==> config.mk <==
export PLATFORM = sky130hd
export DESIGN_NAME = fir_lpf_ntap
export DESIGN_NICKNAME = d
export VERILOG_FILES = /design/src/rtl/fir_lpf_ntap.sv
export SDC_FILE = /design/constraint.sdc
export NUM_CORES = 1
export LEC_CHECK = 0
export CORE_UTILIZATION = 50
export DETAILED_ROUTE_END_ITERATION = 7
export GPL_ROUTABILITY_DRIVEN = 0
export PLACE_DENSITY = 0.71
export SETUP_SLACK_MARGIN = 0.15
export SLEW_MARGIN = 0
export SYNTH_ARGS = -nofsm -noshare
export SYNTH_HDL_FRONTEND = slang
export SYNTH_SLANG_ARGS = --single-unit
==> constraint.sdc <==
create_clock -name clk -period 3.7 [get_ports clk]
set_clock_uncertainty 0.05 [all_clocks]
set_input_delay 0.925 -clock clk [delete_from_list [all_inputs] [get_ports clk]]
set_output_delay 0.925 -clock clk [all_outputs]
set_load 0.01 [all_outputs]
==> src/rtl/fir_lpf_ntap.sv <==
// fir_lpf_ntap: N-tap unsigned low-pass FIR with valid-qualified samples.
// Three-stage pipeline (tap line, products, round/saturate) with a bypass
// path that travels alongside each sample so mode changes never reorder
// or drop outputs.
// Optional macro FIR_COEF_WR_EN: adds a runtime coefficient write port;
// without it the coefficients are the constants in COEF_INIT.
module fir_lpf_ntap #(
    parameter int DATA_W = 8,
    parameter int TAPS   = 3,
    parameter int COEF_W = 8,
    parameter int SHIFT  = 8,
    parameter logic [TAPS*COEF_W-1:0] COEF_INIT = {8'd64, 8'd128, 8'd64}
) (
    input  logic                     clk,
    input  logic                     rst,
    input  logic                     clr,
    input  logic                     fir_bypass,
    input  logic                     in_valid,
    input  logic [DATA_W-1:0]        din,
`ifdef FIR_COEF_WR_EN
    input  logic                     coef_we,
    input  logic [$clog2(TAPS)-1:0]  coef_addr,
    input  logic [COEF_W-1:0]        coef_wdata,
`endif
    output logic                     out_valid,
    output logic [DATA_W-1:0]        dout
);

    localparam int PROD_W = DATA_W + COEF_W;
    localparam int ACC_W  = PROD_W + $clog2(TAPS);
    // One spare bit so the rounding constant can never carry out.
    localparam int SUM_W  = ACC_W + 1;
    localparam int RND_POS = (SHIFT > 0) ? SHIFT - 1 : 0;
    localparam logic [SUM_W-1:0] RND = (SHIFT > 0) ? (SUM_W'(1) << RND_POS) : '0;
    localparam logic [SUM_W-1:0] MAX_OUT = {{(SUM_W-DATA_W){1'b0}}, {DATA_W{1'b1}}};

    logic [DATA_W-1:0] tap  [TAPS];
    logic [COEF_W-1:0] coef [TAPS];
    logic [PROD_W-1:0] prod [TAPS];
    logic              v1, v2;
    logic              byp1, byp2;
    logic [DATA_W-1:0] raw2;
    logic [SUM_W-1:0]  sum;
    logic [SUM_W-1:0]  scaled;
    logic [DATA_W-1:0] sat;

`ifdef FIR_COEF_WR_EN
    // Coefficient bank: reset image plus runtime writes; out-of-range addresses are dropped.
    always_ff @(posedge clk or posedge rst) begin
        if (rst) begin
            for (int k = 0; k < TAPS; k++) coef[k] <= COEF_INIT[k*COEF_W +: COEF_W];
        end else if (coef_we && (int'(coef_addr) < TAPS)) begin
            coef[coef_addr] <= coef_wdata;
        end
    end
`else
    // Fixed coefficients unpacked from the parameter image.
    always_comb begin
        for (int k = 0; k < TAPS; k++) coef[k] = COEF_INIT[k*COEF_W +: COEF_W];
    end
`endif

    // S1: tap line shifts on accepted samples; clr wipes history and drops the sample.
    always_ff @(posedge clk or posedge rst) begin
        if (rst) begin
            for (int k = 0; k < TAPS; k++) tap[k] <= '0;
            v1   <= 1'b0;
            byp1 <= 1'b0;
        end else if (clr) begin
            for (int k = 0; k < TAPS; k++) tap[k] <= '0;
            v1   <= 1'b0;
            byp1 <= 1'b0;
        end else begin
            v1 <= in_valid;
            if (in_valid) begin
                tap[0] <= din;
                for (int k = 1; k < TAPS; k++) tap[k] <= tap[k-1];
                byp1 <= fir_bypass;
            end
        end
    end

    // S2: per-tap products; the raw sample rides along for the bypass path.
    always_ff @(posedge clk or posedge rst) begin
        if (rst) begin
            for (int k = 0; k < TAPS; k++) prod[k] <= '0;
            v2   <= 1'b0;
            byp2 <= 1'b0;
            raw2 <= '0;
        end else begin
            for (int k = 0; k < TAPS; k++)
                prod[k] <= {{COEF_W{1'b0}}, tap[k]} * {{DATA_W{1'b0}}, coef[k]};
            v2   <= v1 & ~clr;
            byp2 <= byp1;
            raw2 <= tap[0];
        end
    end

    // Accumulate, round to nearest (half up), normalise and clamp.
    always_comb begin
        sum = RND;
        for (int k = 0; k < TAPS; k++)
            sum = sum + {{(SUM_W-PROD_W){1'b0}}, prod[k]};
        scaled = sum >> SHIFT;
        sat    = (scaled > MAX_OUT) ? {DATA_W{1'b1}} : scaled[DATA_W-1:0];
    end

    // S3: output register; dout only moves when a sample emerges.
    always_ff @(posedge clk or posedge rst) begin
        if (rst) begin
            out_valid <= 1'b0;
            dout      <= '0;
        end else if (clr) begin
            out_valid <= 1'b0;
        end else begin
            out_valid <= v2;
            if (v2) dout <= byp2 ? raw2 : sat;
        end
    end

endmodule
==> impl_summary.log <==
[metrics] Critical Path Start Type: flop
[metrics] total power per unit cell area: 477.5 nW/um2
[metrics] critical path capture point type: flop
[metrics] Row Count: 26
[metrics] Static Leakage: 1.736 nW
[metrics] synthesized instance count: 242
[metrics] Detailed Route Iter0 Violations: 58
[metrics] proportion of netlist area held by the largest area contributor: 54.54%
[metrics] Setup Buffers After CTS: 0
[metrics] data arrival time at the worst-slack endpoint: 3.28 ns
[metrics] placed cell count: 329
[metrics] post-layout instance count excluding filler cells: 344
[metrics] total inserted antenna cells: 0
[metrics] list of most frequent post-synthesis cells: sky130_fd_sc_hd__dfrtp_1 (61), sky130_fd_sc_hd__inv_1 (38), sky130_fd_sc_hd__nor2_1 (27), sky130_fd_sc_hd__mux2i_1 (25), sky130_fd_sc_hd__ha_1 (16)
[metrics] Top Ports: 22
[metrics] sequential element share of the synthesized area: 54.54%
[metrics] initial core utilization: 53.44%
[metrics] Max H-tree Level: 3
[metrics] upper clock frequency limit: 322.8 MHz
[metrics] netlist area before placement: 2799 um2
[metrics] capture endpoint of the worst hold path: prod[9]
[metrics] proportion of layout cells with a drive suffix above 1: 10.22%
[metrics] number of antenna violations at the first check in global routing: 0
[metrics] number of distinct library cell variants in the gate-level netlist after synthesis: 36
[metrics] RSZ-0062 raised after global routing: no
[metrics] biggest area contributors in the synthesized netlist: sky130_fd_sc_hd__dfrtp_1 (55%), sky130_fd_sc_hd__mux2i_1 (8.9%), sky130_fd_sc_hd__ha_1 (7.2%)
[metrics] GRT Residual Overflow: 0
[metrics] Total Routing Usage GR: 17.57%
[metrics] number of input and output port buffers inserted: 21
[metrics] Max Slew Vio Count: 0
[metrics] number of global-route vias before repair: 1,755
[metrics] mean instance size in the synthesized netlist: 11.57 um2
[metrics] Max Cap Violations: 0
[metrics] max-slew headroom at the worst pin: 65.20%
[metrics] Die Y-Extent: 76.82 um
[metrics] DRC violation count after routing: 0
[metrics] vias after detailed routing: 1,703
[metrics] Total Negative Setup Slacks: 0 ns
[metrics] fraction of registers with async set/reset: 100.0%
[metrics] vias per inst: 4.951
[metrics] Worst-Margin Slew: 0.5088 ns
[metrics] ANT nets after route: 0
[metrics] combinational share of power: 11.7%
[metrics] launch instance of the worst register-to-register path: prod[9]
[metrics] first-pass GRT wire length: 7.941 mm
[metrics] largest net degree at the start of global routing: 28
[metrics] die boundary width: 76.82 um
[metrics] post-synthesis register bit count: 61
[metrics] Detail Placement HPWL: 3.126 mm
[metrics] shortest clock period the worst path allows after layout: 3.098 ns
[metrics] setup slack of the worst register-to-register path: 0.60 ns
[metrics] number of nets produced by synthesis: 278
[metrics] Worst IR Drop VDD: 0.0003805 V
[metrics] Detailed Route WL: 4.405 mm
[metrics] data required time at the worst endpoint: 3.88 ns
[metrics] clock sink count: 61
[metrics] endpoint of the most critical register-to-register path: dout[7]
[metrics] Synth area leader: sky130_fd_sc_hd__dfrtp_1
[metrics] path category of the worst min-delay check: reg -> reg
[metrics] clock tree from TritonCTS: done
[metrics] worst hold path cell count: 0
[metrics] Final Hold Vio Count: 0
[metrics] maximum fanout along the worst path: 2
[metrics] status: complete, no violations
[metrics] predominant post-synthesis flop cell: sky130_fd_sc_hd__dfrtp_1
[metrics] wire length per cell after detailed routing: 12.81 um
[metrics] area growth from synthesis to layout: 18.69%
[metrics] depth of the worst register-to-register path: 10
[metrics] Num CTS Buffers: 9
[metrics] hold buffer count at cts: 0
[metrics] yosys synthesis warning count: 0
[metrics] Worst Setup Path Type: reg -> reg
[metrics] internal portion of total power: 1.230 mW
[metrics] setup violators final: 0
[metrics] Clk Tree Root Cell: sky130_fd_sc_hd__clkbuf_8
[metrics] dominant cell by count in the synthesized netlist: sky130_fd_sc_hd__dfrtp_1
[metrics] Filler cells: 398
[metrics] die area: 5901 um2
[metrics] part of the power in registers: 46.0%
[metrics] count of flip-flops with a built-in enable after synthesis: 0
[metrics] length of the first detailed-routing pass in iterations: 4
[metrics] launching instance or port of the critical path: prod[9]
[metrics] clock transition at the registers of the reported paths: 0.07 ns
[metrics] Core Region: 5238 um2
[metrics] Final #Nets: 306
[metrics] count of instances resized after the clock tree is built: 0
[metrics] final clock period utilization by the worst path: 83.72%
[metrics] sw power: 0.3562 mW
[metrics] fraction of power spent switching nets: 22.45%
[metrics] insertion delay of the later-clocked pin in the worst-skew pair: 0.33 ns
[metrics] share of total power in the clock network: 42.3%
[metrics] worst hold path startpoint: tap[3]
[metrics] buffers from clock root to sink, at most: 2
-- stage by stage --
| stage | worst slack (ns) | hold slack [ns] | util (%) | total power, mW | cell area [um2] |
|---|---|---|---|---|---|
| 6_report | 0.6025 | 0.3250 | 63.43 | 1.586 | 3322 |
| 4_1_cts | 0.6187 | 0.3243 | 63.43 | 1.607 | 3322 |
| 5_1_grt | 0.4067 | 0.3360 | 63.43 | 1.658 | 3322 |
| 2_1_floorplan | 0.8429 | 0.3030 | - | 0.8499 | 2799 |
| 3_5_place_dp | 0.6707 | 0.3093 | 58.98 | 0.9291 | 3089 |
| 3_3_place_gp | 0.7232 | 0.3100 | 58.98 | 0.9246 | 3089 |
-- worst max-delay path: stages (launching register included) --
cell	delay, ns
sky130_fd_sc_hd__dfrtp_1	0.33
sky130_fd_sc_hd__inv_1	0.05
sky130_fd_sc_hd__fa_1	0.53
sky130_fd_sc_hd__inv_1	0.06
sky130_fd_sc_hd__ha_1	0.33
sky130_fd_sc_hd__ha_1	0.32
sky130_fd_sc_hd__a211oi_1	0.34
sky130_fd_sc_hd__nor4_2	0.09
sky130_fd_sc_hd__a211oi_1	0.33
sky130_fd_sc_hd__mux2_4	0.34
sky130_fd_sc_hd__a311oi_2	0.23
-- power groups by stage --
stage	Combinational (mW)	Clock, mW	Sequential [mW]
after floorplan	0.103	0	0.747
after global placement	0.184	0	0.740
after detailed placement	0.186	0	0.743
after CTS	0.188	0.688	0.730
after global routing	0.208	0.715	0.735
final	0.185	0.671	0.730
-- layer usage --
| metal | track usage, % | share of wire (%) | vias up |
|---|---|---|---|
| met5 | 0 | 0 | - |
| met4 | 9.038 | 2.1 | 0 |
| met3 | 4.881 | 2.9 | 8 |
| met2 | 25.80 | 45 | 27 |
| met1 | 23.82 | 50 | 817 |
| li1 | - | - | 851 |
-- state kept, by name, indices dropped and copies added (netlist names) --
signal	count
prod	24
dout	8
byp1	1
v2	1
out_valid	1
tap	24
v1	1
byp2	1
-- cell usage in the layout, fill, tap and decap left out, types with 3 or more instances in the layout --
cell / count
sky130_fd_sc_hd__clkdlybuf4s50_1: 21
sky130_fd_sc_hd__nor2_1: 27
sky130_fd_sc_hd__fa_1: 7
sky130_fd_sc_hd__a211oi_1: 3
sky130_fd_sc_hd__o21ai_0: 8
sky130_fd_sc_hd__inv_1: 37
sky130_fd_sc_hd__a21o_1: 4
sky130_fd_sc_hd__buf_4: 4
sky130_fd_sc_hd__nand2_1: 9
sky130_fd_sc_hd__dfrtp_1: 61
sky130_fd_sc_hd__ha_1: 16
sky130_fd_sc_hd__o22ai_1: 5
sky130_fd_sc_hd__nor3_1: 5
sky130_fd_sc_hd__clkbuf_8: 12
sky130_fd_sc_hd__mux2i_1: 25
sky130_fd_sc_hd__a21oi_1: 3
-- area by class of cell --
type	count	area, um2	share of cell area (%)
Tap cell	70	87.58	2.637
Multi-Input combinational cell	135	1092	32.88
Inverter	38	142.6	4.294
Clock buffer	12	165.2	4.972
Clock inverter	3	67.56	2.034
Sequential cell	61	1526	45.95
Timing Repair Buffer	25	240.2	7.232
-- how the worst max path moves through the flow --
| stage | cells after the start | to | slack (ns) |
|---|---|---|---|
| 2_1_floorplan | 11 | dout[6] | 0.84 |
| 3_3_place_gp | 11 | dout[6] | 0.72 |
| 3_5_place_dp | 11 | dout[6] | 0.67 |
| 4_1_cts | 10 | dout[7] | 0.62 |
| 5_1_grt | 10 | dout[7] | 0.41 |
| 6_report | 10 | dout[7] | 0.60 |
-- kinds of logic after synthesis --
logic type | share of synthesized area, %
mux | 9.879
simple gates | 7.689
xor+xnor | 0.9389
fa+ha+maj | 12.16
buf+inv | 6.437
flops | 54.54
compound gates | 8.359
Note: power is estimated with default switching activity, not from simulation.
